File: src/rtl/mem_port_sched.sv
// mem_port_sched -- schedules the single memory unit port between the load
// buffers (ld_1..ld_3, tags 6..8) and ROB store commits, drives the memory
// control encoding, and hands completed load results to the CDB arbiter.
//
// Optional feature macro: MEM_TIMEOUT_EN
//   defined   : watchdog aborts LD_WAIT/ST_WAIT after TIMEOUT_CYCLES cycles
//               without mem_ready and sets a sticky o_timeout_err.
//   undefined : no watchdog, o_timeout_err tied 0, WAIT states wait forever.
//
// Ports:
//   i_clk, i_rst          clock, synchronous active-high reset
//   i_ld_req/tag/addr     load request (valid only for tags 6..8)
//   o_ld_grant            load accepted this cycle (Mealy, IDLE only)
//   i_st_req/addr/data    store commit request
//   o_st_grant            store accepted this cycle (Mealy, IDLE only)
//   i_mem_ready/rdata     memory completion pulse and load data
//   o_mem_control         01=load, 00=store, 11=idle (registered)
//   o_mem_address/data    registered address/data to memory
//   o_cdb_req/write_id/value  CDB request for a finished load
//   i_cdb_grant           CDB arbiter grant
//   o_remove/remove_tag   one-cycle pulse freeing the load entry
//   o_busy                state != IDLE
//   o_timeout_err         sticky watchdog error
//
// state    | meaning
// IDLE     | port free, arbitrate between load and store
// LD_WAIT  | load issued, waiting for mem_ready
// ST_WAIT  | store issued, waiting for mem_ready
// CDB_WAIT | load data held, requesting CDB until granted

module mem_port_sched #(
  parameter int DATA_W        = 64,
  parameter int ST_STREAK_MAX = 4
`ifdef MEM_TIMEOUT_EN
  , parameter int TIMEOUT_CYCLES = 64
`endif
) (
  input  logic              i_clk,
  input  logic              i_rst,
  input  logic              i_ld_req,
  input  logic [3:0]        i_ld_tag,
  input  logic [DATA_W-1:0] i_ld_addr,
  output logic              o_ld_grant,
  input  logic              i_st_req,
  input  logic [DATA_W-1:0] i_st_addr,
  input  logic [DATA_W-1:0] i_st_data,
  output logic              o_st_grant,
  input  logic              i_mem_ready,
  input  logic [DATA_W-1:0] i_mem_rdata,
  output logic [1:0]        o_mem_control,
  output logic [DATA_W-1:0] o_mem_address,
  output logic [DATA_W-1:0] o_mem_data,
  output logic              o_cdb_req,
  output logic [3:0]        o_cdb_write_id,
  output logic [DATA_W-1:0] o_cdb_value,
  input  logic              i_cdb_grant,
  output logic              o_remove,
  output logic [3:0]        o_remove_tag,
  output logic              o_busy,
  output logic              o_timeout_err
);

  typedef enum logic [1:0] {
    IDLE     = 2'd0,
    LD_WAIT  = 2'd1,
    ST_WAIT  = 2'd2,
    CDB_WAIT = 2'd3
  } state_t;

  localparam logic [1:0] CTL_LOAD  = 2'b01;
  localparam logic [1:0] CTL_STORE = 2'b00;
  localparam logic [1:0] CTL_IDLE  = 2'b11;

  localparam int STREAK_W = $clog2(ST_STREAK_MAX + 1);
  localparam logic [STREAK_W-1:0] STREAK_MAX = STREAK_W'(ST_STREAK_MAX);

  state_t              r_state;
  state_t              w_next;
  logic [STREAK_W-1:0] r_streak;
  logic [1:0]          r_mem_control;
  logic [DATA_W-1:0]   r_mem_address;
  logic [DATA_W-1:0]   r_mem_data;
  logic [3:0]          r_tag;
  logic [DATA_W-1:0]   r_cdb_value;

  logic w_ld_valid;
  logic w_st_win;
  logic w_in_wait;
  logic w_to_hit;

  assign w_ld_valid = i_ld_req && (i_ld_tag >= 4'd6) && (i_ld_tag <= 4'd8);
  // A waiting load only yields to stores until the streak limit is hit.
  assign w_st_win   = i_st_req && (!w_ld_valid || (r_streak < STREAK_MAX));
  assign w_in_wait  = (r_state == LD_WAIT) || (r_state == ST_WAIT);

`ifdef MEM_TIMEOUT_EN
  localparam int TO_W = (TIMEOUT_CYCLES > 1) ? $clog2(TIMEOUT_CYCLES) : 1;
  localparam logic [TO_W-1:0] TO_LOAD = TO_W'(TIMEOUT_CYCLES - 1);

  logic [TO_W-1:0] r_to_cnt;
  logic            r_timeout_err;

  // Down-counter loaded on grant; terminal count in a WAIT state without
  // mem_ready ends the access.
  assign w_to_hit = w_in_wait && (r_to_cnt == '0) && !i_mem_ready;

  always_ff @(posedge i_clk) begin
    if (i_rst) begin
      r_to_cnt      <= '0;
      r_timeout_err <= 1'b0;
    end else begin
      if (o_ld_grant || o_st_grant) begin
        r_to_cnt <= TO_LOAD;
      end else if (w_in_wait && (r_to_cnt != '0)) begin
        r_to_cnt <= r_to_cnt - 1'b1;
      end
      if (w_to_hit) begin
        r_timeout_err <= 1'b1;
      end
    end
  end

  assign o_timeout_err = r_timeout_err;
`else
  assign w_to_hit      = 1'b0;
  assign o_timeout_err = 1'b0;
`endif

  always_comb begin
    w_next     = r_state;
    o_ld_grant = 1'b0;
    o_st_grant = 1'b0;
    case (r_state)
      IDLE: begin
        if (w_st_win) begin
          o_st_grant = 1'b1;
          w_next     = ST_WAIT;
        end else if (w_ld_valid) begin
          o_ld_grant = 1'b1;
          w_next     = LD_WAIT;
        end
      end
      ST_WAIT: begin
        if (i_mem_ready || w_to_hit) begin
          w_next = IDLE;
        end
      end
      LD_WAIT: begin
        if (i_mem_ready) begin
          w_next = CDB_WAIT;
        end else if (w_to_hit) begin
          w_next = IDLE;
        end
      end
      CDB_WAIT: begin
        if (i_cdb_grant) begin
          w_next = IDLE;
        end
      end
      default: w_next = IDLE;
    endcase
  end

  always_ff @(posedge i_clk) begin
    if (i_rst) begin
      r_state       <= IDLE;
      r_streak      <= '0;
      r_mem_control <= CTL_IDLE;
      r_mem_address <= '0;
      r_mem_data    <= '0;
      r_tag         <= '0;
      r_cdb_value   <= '0;
    end else begin
      r_state <= w_next;
      if (o_st_grant) begin
        r_mem_control <= CTL_STORE;
        r_mem_address <= i_st_addr;
        r_mem_data    <= i_st_data;
        if (w_ld_valid) begin
          if (r_streak != STREAK_MAX) begin
            r_streak <= r_streak + 1'b1;
          end
        end else begin
          r_streak <= '0;
        end
      end else if (o_ld_grant) begin
        r_mem_control <= CTL_LOAD;
        r_mem_address <= i_ld_addr;
        r_mem_data    <= '0;
        r_tag         <= i_ld_tag;
        r_streak      <= '0;
      end else if (w_in_wait && (w_next != r_state)) begin
        r_mem_control <= CTL_IDLE;
      end
      if ((r_state == LD_WAIT) && i_mem_ready) begin
        r_cdb_value <= i_mem_rdata;
      end
    end
  end

  assign o_mem_control  = r_mem_control;
  assign o_mem_address  = r_mem_address;
  assign o_mem_data     = r_mem_data;
  assign o_busy         = (r_state != IDLE);
  assign o_cdb_req      = (r_state == CDB_WAIT);
  assign o_cdb_write_id = o_cdb_req ? r_tag : 4'd0;
  assign o_cdb_value    = r_cdb_value;
  assign o_remove       = o_cdb_req && i_cdb_grant;
  assign o_remove_tag   = o_remove ? r_tag : 4'd0;

endmodule
File: config.mk
export PLATFORM = sky130hd
export DESIGN_NAME = mem_port_sched
export DESIGN_NICKNAME = d
export VERILOG_FILES = /design/src/rtl/mem_port_sched.sv
export SDC_FILE = /design/constraint.sdc
export NUM_CORES = 1
export LEC_CHECK = 0
export CAP_MARGIN = 0
export CORE_AREA = 2 2 185 187
export DETAILED_ROUTE_END_ITERATION = 6
export DIE_AREA = 0 0 187 189
export SLEW_MARGIN = 10
export SYNTH_ARGS = -nofsm -noshare
export SYNTH_HDL_FRONTEND = slang
export SYNTH_SLANG_ARGS = --single-unit
File: constraint.sdc
create_clock -name i_clk -period 6.3 [get_ports i_clk]
set_clock_uncertainty 0.05 [all_clocks]
set_input_delay 1.26 -clock i_clk [delete_from_list [all_inputs] [get_ports i_clk]]
set_output_delay 1.26 -clock i_clk [all_outputs]
set_load 0.1 [all_outputs]
# Word level (Yosys, flattened, before mapping)
# Index checks and enable logic that the tools add are counted.
[op_classes]
addsub = 1
n_lt_le_gt_ge = 3
n_bitwise = 1
muxes = 24
eq_ne = 6
reduce_logical = 15
[op_table]
columns = ["op", "n"]
rows = [
  ["two-way mux 64 bit", 4],
  ["two-way mux 2 bit", 8],
  ["two-way mux 3 bit", 4],
  ["two-way mux 4 bit", 2],
  ["case mux 2 bit (4 select lines)", 1],
  ["logical AND 1 bit", 6],
  ["two-way mux 1 bit", 5],
  ["equality test 2 bit, second input constant", 2],
  [">= comparator 4 x 3 -> 1 bit, second input constant", 1],
  ["less-or-equal comparator 4 bit, second input constant", 1],
  ["AND reduction 2 bit", 2],
  ["nonzero test 2 bit", 2],
  ["adder 3 x 1 -> 3 bit, second input constant", 1],
  ["< comparator 3 bit, second input constant", 1],
  ["!= test 3 x 2 -> 1 bit, second input constant", 1],
  ["!= test 3 bit, second input constant", 1],
  ["nonzero test 3 bit", 1],
  ["equality test 2 x 1 -> 1 bit, second input constant", 1],
  ["zero test 2 bit", 1],
  ["logical OR 1 bit", 2],
  ["!= test 2 bit", 1],
  ["zero test 1 bit", 1],
  ["inverter 1 bit", 1],
]
[word_totals]
ff_bits = 203

# Depth between registers and ports, before layout
# Gate-level depths: netlist of run 1.
[logic_depth]
depth_word = 13
ltp_mapped = 10
depth_no_buf = 7

# Least setup slack after synthesis of run 1
# Ideal clock, no wire load.
[synth_path]
path_type = "in2out"
start = "input port i_ld_tag[3]"
end = "output port o_st_grant"
path_buffers = 1
t_arrival_ns = 2.781
stages = 5
setup_slack_ns = 2.209
cell_sequence = "or4b_4 -> a21boi_4 -> a21o_1 -> inv_2 -> clkbuf_1"
[synth_via]
elab_chain_cells = 8
[synth_rtl]
columns = ["item", "line", "rtl"]
rows = [
  ["start: declaration", "41", "input logic [3:0] i_ld_tag,"],
  [">= comparator 4 x 3 -> 1 bit", "91", "assign w_ld_valid = i_ld_req && (i_ld_tag >= 4'd6) && (i_ld_tag <= 4'd8);"],
  ["logical AND 1 bit", "91", ""],
  ["logical AND 1 bit *", "91", ""],
  ["zero test 1 bit *", "93", "assign w_st_win = i_st_req && (!w_ld_valid || (r_streak < STREAK_MAX));"],
  ["logical OR 1 bit *", "93", ""],
  ["logical AND 1 bit *", "93", ""],
  ["two-way mux 1 bit *", "135", "if (w_st_win) begin"],
  ["two-way mux 1 bit *", "133", "case (r_state)"],
  ["end: declaration", "47", "output logic o_st_grant,"],
]
# Mark *: on every way between the ends. The rest lies on a longest branch, timed or not.

# Worst setup path after layout of run 1
[layout_path]
start = "input port i_ld_tag[2]"
end = "output port o_ld_grant"
[layout_via]
elab_chain_cells = 8
[layout_rtl]
columns = ["item", "line", "rtl"]
rows = [
  [">= comparator 4 x 3 -> 1 bit", "91", ""],
  ["logical AND 1 bit", "91", ""],
  ["logical AND 1 bit *", "91", ""],
  ["zero test 1 bit", "93", ""],
  ["logical OR 1 bit", "93", ""],
  ["logical AND 1 bit", "93", ""],
  ["two-way mux 1 bit *", "135", ""],
  ["two-way mux 1 bit *", "133", ""],
  ["end: declaration", "43", "output logic o_ld_grant,"],
]
# Marked as above.

==> flow_summary_export.csv, run 1 <==
group,metric,value,unit
sta,worst_pin_slew,1139,ps
synthesis,syn-num-nets,1211,
setup_path,worstSetupStartpointType,"primary input",
power_and_ir_drop,leakagePower,4.988,nW
sta,relSlewSlack,24.05,%
run,cap_violations,0,
placed_design,dpl.cell_count,1791,
synthesis,synthArstFlopShare,0,%
floorplanning,rows,67,
clocking,path_clk_slew,60,ps
detailed_routing,vias_per_cell,4.434,
setup_path,arrival,3730,ps
synthesis,netlist_area,0.007950,mm²
synthesis,synth_top_family_by_area,"simple AND/OR/NAND/NOR gates",
detailed_routing,routed_wl,30330,µm
sta,finalHoldViolCount,0,
floorplanning,io-pin-count,474,
power_and_ir_drop,pwr_density_cell,503.0,mW/mm²
synthesis,synth_cell_types,39,
sta,fmaxAchievable,198.3,MHz
setup_path,r2r-start,"r_state[1]$_SDFF_PP0_",
setup_path,cp_slowest_cell,"or4b_4",
detailed_routing,drc_errors,0,
synthesis,synth_cells,938,
setup_path,critical_path_class,"primary input to primary output",
setup_path,path_delay_family,"buffers and inverters",
synthesis,synth_edf_count,0,
clocking,clock-sinks,203,
clocking,clockBufferDepth,3,
global_routing,track_usage,16.29,%
synthesis,synth-xor-area-share,0,%
synthesis,synth_compound_area_share,12.70,%
global_routing,grt_pass1_wl,46290,µm
floorplanning,fp.coreArea,0.03328,mm²
floorplanning,fp.dieW,187,µm
placed_design,post-dp-hpwl,21240,µm
global_routing,grt_pass1_vias,8088,
run_status,status,"complete, no violations",
detailed_routing,firstDrtPassIters,4,
cells_and_area,finalNetCount,1644,
setup_path,cp_max_fo,68,
cells_and_area,drive_gt1_share,8.874,%
floorplanning,fp.dieH,189,µm
setup_path,setup.worst_path.start,"i_ld_tag[2]",
min_path,hold_class,"register to register",
cells_and_area,final_common_cell,"clkdlybuf4s50_1",
synthesis,synthSimpleGateAreaFrac,30.47,%
cells_and_area,layout.cells.non_filler,1835,
sta,tns,0,ps
synthesis,ys_warn_count,0,
setup_path,crit_top_cell,"buf_4",
power_and_ir_drop,vdd.ir_drop.worst,295.9,µV
global_routing,grt_max_degree,101,
sta,finalSetupViolCount,0,
floorplanning,die_area,0.03534,mm²
clocking,clock-root-buffer,"clkbuf_16",
synthesis,synth_top_area_share,51.12,%
detailed_routing,routedWlPerCell,16.53,µm
synthesis,synth-seq-cells,203,
sta,finalCritPeriodShare,80.05,%
synthesis,avgSynthCellArea,8.476,µm²
synthesis,synthMuxAreaShare,0,%
global_routing,overflow,0,
floorplanning,initial_core_util,23.89,%
placed_design,io_buffers,472,
sta,period_needed,5043,ps
clocking,cts_setup_buffers,0,
clocking,ctsHtreeMaxLevel,1,
placed_design,place_congestion,0.8231,
synthesis,yosysTopAreaCell,"dfxtp_1",
synthesis,synth_ff_type,"dfxtp_1",
synthesis,synth_fa_ha_area_share,1.102,%
synthesis,synth_seq_area_share,51.12,%
min_path,min-delay-start,"o_cdb_value[10]$_SDFFE_PP0P_",
clocking,cts_buffers,26,
sta,drv_slew,0,
clocking,worstSkewPairLatency,520,ps
synthesis,synth_area_leaders,"dfxtp_1 (51%), nor2_1 (13%), nor4_2 (9.3%)",
setup_path,slowest_delay,540,ps
cells_and_area,syn_to_final_growth,73.43,%
setup_path,worstPathCellList,"clkdlybuf4s50_1 -> or4b_4 -> a21boi_4 -> nand3_2 -> buf_4 -> inv_2 -> buf_4",
detailed_routing,ant_nets,0,
setup_path,cp_num_buf_inv,4,
cells_and_area,layout_common_cells,"clkdlybuf4s50_1 (467), nor2_1 (266), dfxtp_1 (203)",
sta,rsz0062_at_grt,"false",
clocking,cts_tree,"done",
detailed_routing,drtIter0Drc,358,
placed_design,place_area,0.01298,mm²
global_routing,antenna_found_initial,1,
detailed_routing,vias,8136,
cells_and_area,fin_area,0.01379,mm²
setup_path,cp.required,4990,ps
setup_path,end_kind,"primary output",
clocking,cts_resized,0,
clocking,hold_buffers,0,
-- tightest hold or removal path, cell delays in order (launching register included) --
cell and delay, ps:
dfxtp_1 300, nand2_1 50, a21oi_1 50
-- registers in the layout, indices dropped and copies added (netlist names) --
| name | cells |
|---|---|
| o_cdb_value | 64 |
| o_mem_address | 64 |
| o_mem_data | 64 |
| r_tag | 4 |
| r_streak | 3 |
| o_mem_control | 2 |
| r_state | 2 |
-- kinds of logic after synthesis --
kind of cell,after synthesis
buffers and inverters,83
and+or+nand+nor,488
adders and majority gates,7
AOI/OAI and AO/OA,156
DFF,203
other,1
-- through the flow --
step	hold WS (ps)	utilization, %	power [W]	setup WS, ps
2_1_floorplan	390.3	-	0.004618	2209
3_3_place_gp	390.6	39.00	0.005555	1271
3_5_place_dp	395.3	39.00	0.005567	1261
4_1_cts	403.5	41.42	0.007025	1261
5_1_grt	419.3	41.43	0.007233	1132
6_report	401.0	41.43	0.006935	1257
-- routing by layer --
layer	part of all wire [%]	up-vias	global-route usage, %
li1	-	4005	-
met3	9.4	36	6.006
met5	0	-	0
met2	48	338	28.24
met1	41	3757	19.15
met4	1.8	0	3.724
-- cell usage after synthesis (6+ instances only) --
master	instances
nor2_1	266
dfxtp_1	203
nand2_1	136
a21oi_1	71
a22oi_1	66
nor4_2	59
clkbuf_1	50
buf_2	11
buf_4	10
ha_1	7
and2_1	6
-- worst paths after layout --
| path | to | slack, ps | cells past startpoint |
|---|---|---|---|
| setup / recovery | o_ld_grant | 1260 | 7 |
| hold / removal | o_cdb_value[10]$_SDFFE_PP0P_ | 400 | 2 |
| setup reg to reg | o_mem_address[2]$_SDFFE_PP0N_ | 3580 | 6 |
| hold reg to reg | o_cdb_value[10]$_SDFFE_PP0P_ | 400 | 2 |
-- power by group --
part / internal, W / leakage [nW] / switching, W / total [W]
Sequential: 0.00157 / 1.66 / 0.000156 / 0.00173
Clock: 0.000841 / 0.400 / 0.000569 / 0.00141
Combinational: 0.000934 / 2.93 / 0.00287 / 0.00380
Total: 0.00334 / 4.99 / 0.00359 / 0.00694
-- final cells by class --
cell class	count	area, µm²
fill	3338	19490
timing repair buffer	481	4783
sequential	203	4064
multi-input combinational	652	3546
clock buffer	33	718.2
tap	448	560.5
clock inverter	10	87.58
inverter	7	26.28
antenna	1	2.502
No activity file was read; power rests on OpenSTA's default activity.
==> run 2: changes to the inputs <==
Settings changed: CORE_AREA 2 2 185 187 to 2 2 186 188, DIE_AREA 0 0 187 189 to 0 0 188 190.
Clock period 6.3 ns to 4.2 ns, I/O delays scaled along.
==> flow_summary_export.csv, run 2 (synthesized netlist as in run 1, its figures left out) <==
group,metric,value,unit
power_and_ir_drop,leakagePower,5.057,nW
clocking,cts_setup_buffers,0,
setup_path,cp_slowest_cell,"or4b_4",
setup_path,end_kind,"primary output",
sta,finalSetupViolCount,0,
power_and_ir_drop,pwr_density_cell,759.9,mW/mm²
placed_design,place_congestion,0.7892,
clocking,cts_resized,0,
sta,rsz0062_at_grt,"false",
cells_and_area,drive_gt1_share,9.719,%
detailed_routing,ant_nets,0,
sta,tns,0,ps
sta,drv_slew,0,
min_path,holdPathStages,2,
clocking,clock-root-buffer,"clkbuf_16",
clocking,hold_buffers,0,
sta,relSlewSlack,25.14,%
detailed_routing,vias,8235,
sta,fmaxAchievable,281.8,MHz
setup_path,r2r_cells,8,
floorplanning,io-pin-count,474,
power_and_ir_drop,vdd.ir_drop.worst,406.2,µV
cells_and_area,layout.cells.non_filler,1844,
min_path,hold_class,"register to register",
cells_and_area,antenna_cells,0,
floorplanning,initial_core_util,23.42,%
detailed_routing,drc_errors,0,
global_routing,grt_pass1_wl,46440,µm
cells_and_area,syn_to_final_growth,74.90,%
clocking,worstSkewPairLatency,530,ps
run_status,status,"complete, no violations",
setup_path,worstPathCellList,"clkdlybuf4s50_1 -> or4b_4 -> a21boi_4 -> buf_4 -> a21o_2 -> inv_2 -> buf_12",
floorplanning,fp.dieH,190,µm
global_routing,track_usage,16.27,%
cells_and_area,utilization,40.96,%
setup_path,critical_path_class,"primary input to primary output",
sta,hold_ws,402.1,ps
clocking,clockBufferDepth,3,
setup_path,cp.required,3310,ps
clocking,cts_tree,"done",
clocking,path_clk_slew,60,ps
sta,worst_pin_slew,1119,ps
floorplanning,fp.dieW,188,µm
setup_path,worstSetupStartpointType,"primary input",
cells_and_area,final_common_cell,"clkdlybuf4s50_1",
run,cap_violations,0,
clocking,ctsHtreeMaxLevel,1,
detailed_routing,vias_per_cell,4.466,
clocking,clock-sinks,203,
floorplanning,fp.coreArea,0.03395,mm²
detailed_routing,drtIter0Drc,314,
detailed_routing,routedWlPerCell,16.63,µm
global_routing,antenna_found_initial,1,
placed_design,io_buffers,472,
global_routing,grt_max_degree,120,
placed_design,dpl.cell_count,1799,
global_routing,overflow,0,
sta,finalCritPeriodShare,84.48,%
floorplanning,rows,68,
placed_design,place_area,0.01305,mm²
clocking,cts_buffers,25,
cells_and_area,finalNetCount,1644,
cells_and_area,layout_common_cells,"clkdlybuf4s50_1 (458), nor2_1 (266), dfxtp_1 (203)",
setup_path,cp_max_fo,12,
global_routing,grt_pass1_vias,8088,
placed_design,post-dp-hpwl,21280,µm
setup_path,slowest_delay,560,ps
sta,period_needed,3548,ps
cells_and_area,fin_area,0.01390,mm²
detailed_routing,firstDrtPassIters,4,
sta,finalHoldViolCount,0,
floorplanning,die_area,0.03572,mm²
detailed_routing,routed_wl,30670,µm
setup_path,arrival,2660,ps
-- run 2: cell count changes in the layout (fill, tap and decap cells not counted), sizes merged --
cell           previous run  this run
diode                     1         0
clkinv                    7         4
inv                       8         7
buf                      14        24
bufinv                    1         2
clkdlybuf4s50           467       458
clkbuf                   33        38
-- run 2: routing by layer --
layer	up-vias	share of wire [%]	GRT usage [%]	routed length (µm)
li1	4008	-	-	-
met1	3833	40	19.36	12380
met2	337	47	27.24	14450
met3	57	9.4	5.774	2883
met4	0	3.1	5.482	953
met5	-	0	0	0
-- run 2: critical path, delay by kind of cell --
family | cells | cell delay (ps)
AOI/OAI and AO/OA | 2 | 380
and+or+nand+nor | 1 | 560
buffers and inverters | 4 | 860
-- run 2: final cells by class --
| cell class | instances | area (µm²) |
|---|---|---|
| fillers | 3351 | 20040 |
| well taps | 455 | 569.3 |
| flip-flops and latches | 203 | 4064 |
| clock inverters | 7 | 91.34 |
| inverters | 7 | 26.28 |
| clock buffers | 38 | 764.5 |
| repair buffers | 482 | 4843 |
| multi-input cells | 652 | 3546 |
-- run 2: power breakdown --
| group | internal [W] | switching (W) | leakage [nW] |
|---|---|---|---|
| logic | 0.00143 | 0.00431 | 2.97 |
| clock network | 0.00137 | 0.000861 | 0.422 |
| registers | 0.00235 | 0.000239 | 1.66 |
| total | 0.00515 | 0.00541 | 5.06 |
-- run 2: worst paths after layout --
path / from / endpoint / slack (ps)
min reg2reg: o_cdb_value[21]$_SDFFE_PP0P_ / o_cdb_value[21]$_SDFFE_PP0P_ / 400
max: i_ld_tag[0] / o_st_grant / 650
max reg2reg: r_state[1]$_SDFF_PP0_ / o_mem_control[0]$_SDFFE_PP1P_ / 1550
min: o_cdb_value[21]$_SDFFE_PP0P_ / o_cdb_value[21]$_SDFFE_PP0P_ / 400
-- run 2: per-stage QoR --
step	power, W	setup slack (ps)
after global routing	0.01103	581.6
final	0.01057	651.6
after global placement	0.008375	627.2
after floorplan	0.006927	949.2
after detailed placement	0.008406	642.9
after CTS	0.01070	638.2
==> run 3: changes to the inputs <==
Settings changed: CORE_AREA 2 2 186 188 to 2 2 187 189, DIE_AREA 0 0 188 190 to 0 0 189 191.
Clock period 4.2 ns to 3.6 ns, I/O delays scaled along.
==> flow_summary_export.csv, run 3 (synthesized netlist as in run 1, its figures left out) <==
group,metric,value,unit
run_status,status,"complete, no violations",
min_path,holdPathStages,2,
clocking,clockBufferDepth,3,
setup_path,critical_path_class,"primary input to primary output",
sta,finalCritPeriodShare,89.85,%
floorplanning,fp.dieH,191,µm
cells_and_area,ff_latch_area,0.004064,mm²
clocking,ctsHtreeMaxLevel,1,
clocking,clock-sinks,203,
sta,drv_slew,0,
run,cap_violations,0,
floorplanning,die_area,0.03610,mm²
placed_design,place_congestion,0.7823,
sta,tns,0,ps
detailed_routing,routed_wl,30430,µm
global_routing,antenna_found_initial,2,
detailed_routing,vias,8151,
global_routing,grt_pass1_wl,45850,µm
global_routing,grt_max_degree,78,
cells_and_area,utilization,40.55,%
floorplanning,fp.dieW,189,µm
detailed_routing,vias_per_cell,4.415,
detailed_routing,drtIter0Drc,253,
setup_path,r2r_cells,8,
setup_path,arrival,2460,ps
detailed_routing,drc_errors,0,
sta,finalSetupViolCount,0,
sta,period_needed,3235,ps
global_routing,overflow,0,
detailed_routing,ant_nets,0,
min_path,min-delay-start,"o_cdb_value[41]$_SDFFE_PP0P_",
clocking,clock-root-buffer,"clkbuf_16",
setup_path,cp.required,2830,ps
clocking,cts_buffers,25,
cells_and_area,finalNetCount,1646,
clocking,hold_buffers,0,
cells_and_area,nFillCells,3421,
sta,relSlewSlack,29.84,%
power_and_ir_drop,vdd.ir_drop.worst,502.6,µV
placed_design,post-dp-hpwl,21680,µm
global_routing,grt_pass1_vias,8076,
clocking,cts_tree,"done",
setup_path,r2r-start,"r_state[1]$_SDFF_PP0_",
sta,setup_slack,365.5,ps
cells_and_area,layout_common_cells,"clkdlybuf4s50_1 (441), nor2_1 (266), dfxtp_1 (203)",
setup_path,worstSetupStartpointType,"primary input",
power_and_ir_drop,leakagePower,5.067,nW
sta,finalHoldViolCount,0,
clocking,cts_resized,0,
floorplanning,io-pin-count,474,
floorplanning,rows,68,
clocking,worstSkewPairLatency,530,ps
setup_path,cp_max_fo,9,
global_routing,track_usage,15.90,%
detailed_routing,routedWlPerCell,16.48,µm
cells_and_area,final_common_cell,"clkdlybuf4s50_1",
clocking,path_clk_slew,60,ps
detailed_routing,firstDrtPassIters,4,
power_and_ir_drop,pwr_density_cell,880.6,mW/mm²
min_path,hold_class,"register to register",
placed_design,io_buffers,472,
floorplanning,fp.coreArea,0.03412,mm²
cells_and_area,syn_to_final_growth,74.03,%
setup_path,end_kind,"primary output",
setup_path,r2r_setup_slack,1000,ps
sta,rsz0062_at_grt,"false",
floorplanning,initial_core_util,23.30,%
sta,worst_pin_slew,1049,ps
sta,fmaxAchievable,309.2,MHz
placed_design,post-place-ws,359.2,ps
cells_and_area,multiInputGateArea,0.003546,mm²
min_path,worstHoldEndpoint,"o_cdb_value[41]$_SDFFE_PP0P_",
cells_and_area,drive_gt1_share,10.94,%
clocking,cts_setup_buffers,0,
setup_path,r2r_end,"o_mem_control[0]$_SDFFE_PP1P_",
## run 3: cell count changes in the layout (fill, tap and decap cells not counted)
cell,previous run,this run
clkinvlp_4,1,2
buf_12,6,7
clkbuf_8,9,5
bufinv_16,2,1
clkbuf_1,4,5
inv_6,0,2
diode_2,0,1
clkdlybuf4s50_1,458,441
buf_4,17,35
## run 3: final cells by class
| type | instances | share of cell area [%] |
|---|---|---|
| clock inverter | 9 | 0.6240 |
| multi-input combinational | 652 | 25.63 |
| tap | 455 | 4.115 |
| sequential | 203 | 29.37 |
| antenna | 1 | 0.01809 |
| inverter | 7 | 0.1899 |
| clock buffer | 35 | 5.155 |
| timing repair buffer | 484 | 34.90 |
## run 3: routing by layer
layer,up-vias,share of wire [%],global-route usage (%)
li1,4012,-,-
met1,3767,41,19.15
met2,323,48,27.37
met3,47,8.5,5.085
met4,2,2.2,3.936
met5,-,0.043,0
## run 3: worst max-delay path by stage
stage / startpoint / end / slack (ps) / depth (start not counted)
finish: i_ld_tag[2] / o_st_grant / 370 / 6
global route: i_ld_tag[2] / o_ld_grant / 230 / 6
CTS: i_ld_tag[2] / o_st_grant / 350 / 6
detailed placement: i_ld_tag[2] / o_st_grant / 360 / 6
global placement: i_ld_tag[0] / o_st_grant / 380 / 6
floorplan: r_state[0]$_SDFF_PP0_ / o_remove_tag[0] / 540 / 2
## run 3: metrics by stage
step           instance area [µm²]  hold WS, ps  std cells  power [W]
2_1_floorplan                 7950        390.3        938   0.008082
3_3_place_gp                 13030        391.1       1801   0.009780
3_5_place_dp                 13030        395.9       1801   0.009812
4_1_cts                      13830        403.9       1845    0.01235
5_1_grt                      13840        420.8       1846    0.01273
6_report                     13840        400.7       1846    0.01218
## run 3: power by group
part	total [W]	switching (W)	internal [W]	leakage, nW
Sequential	0.00303	0.000280	0.00275	1.66
Combinational	0.00670	0.00503	0.00166	3.01
Clock	0.00246	0.00101	0.00145	0.389
Total	0.0122	0.00632	0.00586	5.07
## run 3: worst max-delay path, cell delays in order
cell             delay [ps]
clkdlybuf4s50_1         470
or4b_4                  520
a21boi_4                280
a21o_2                  220
inv_2                    70
buf_12                  170
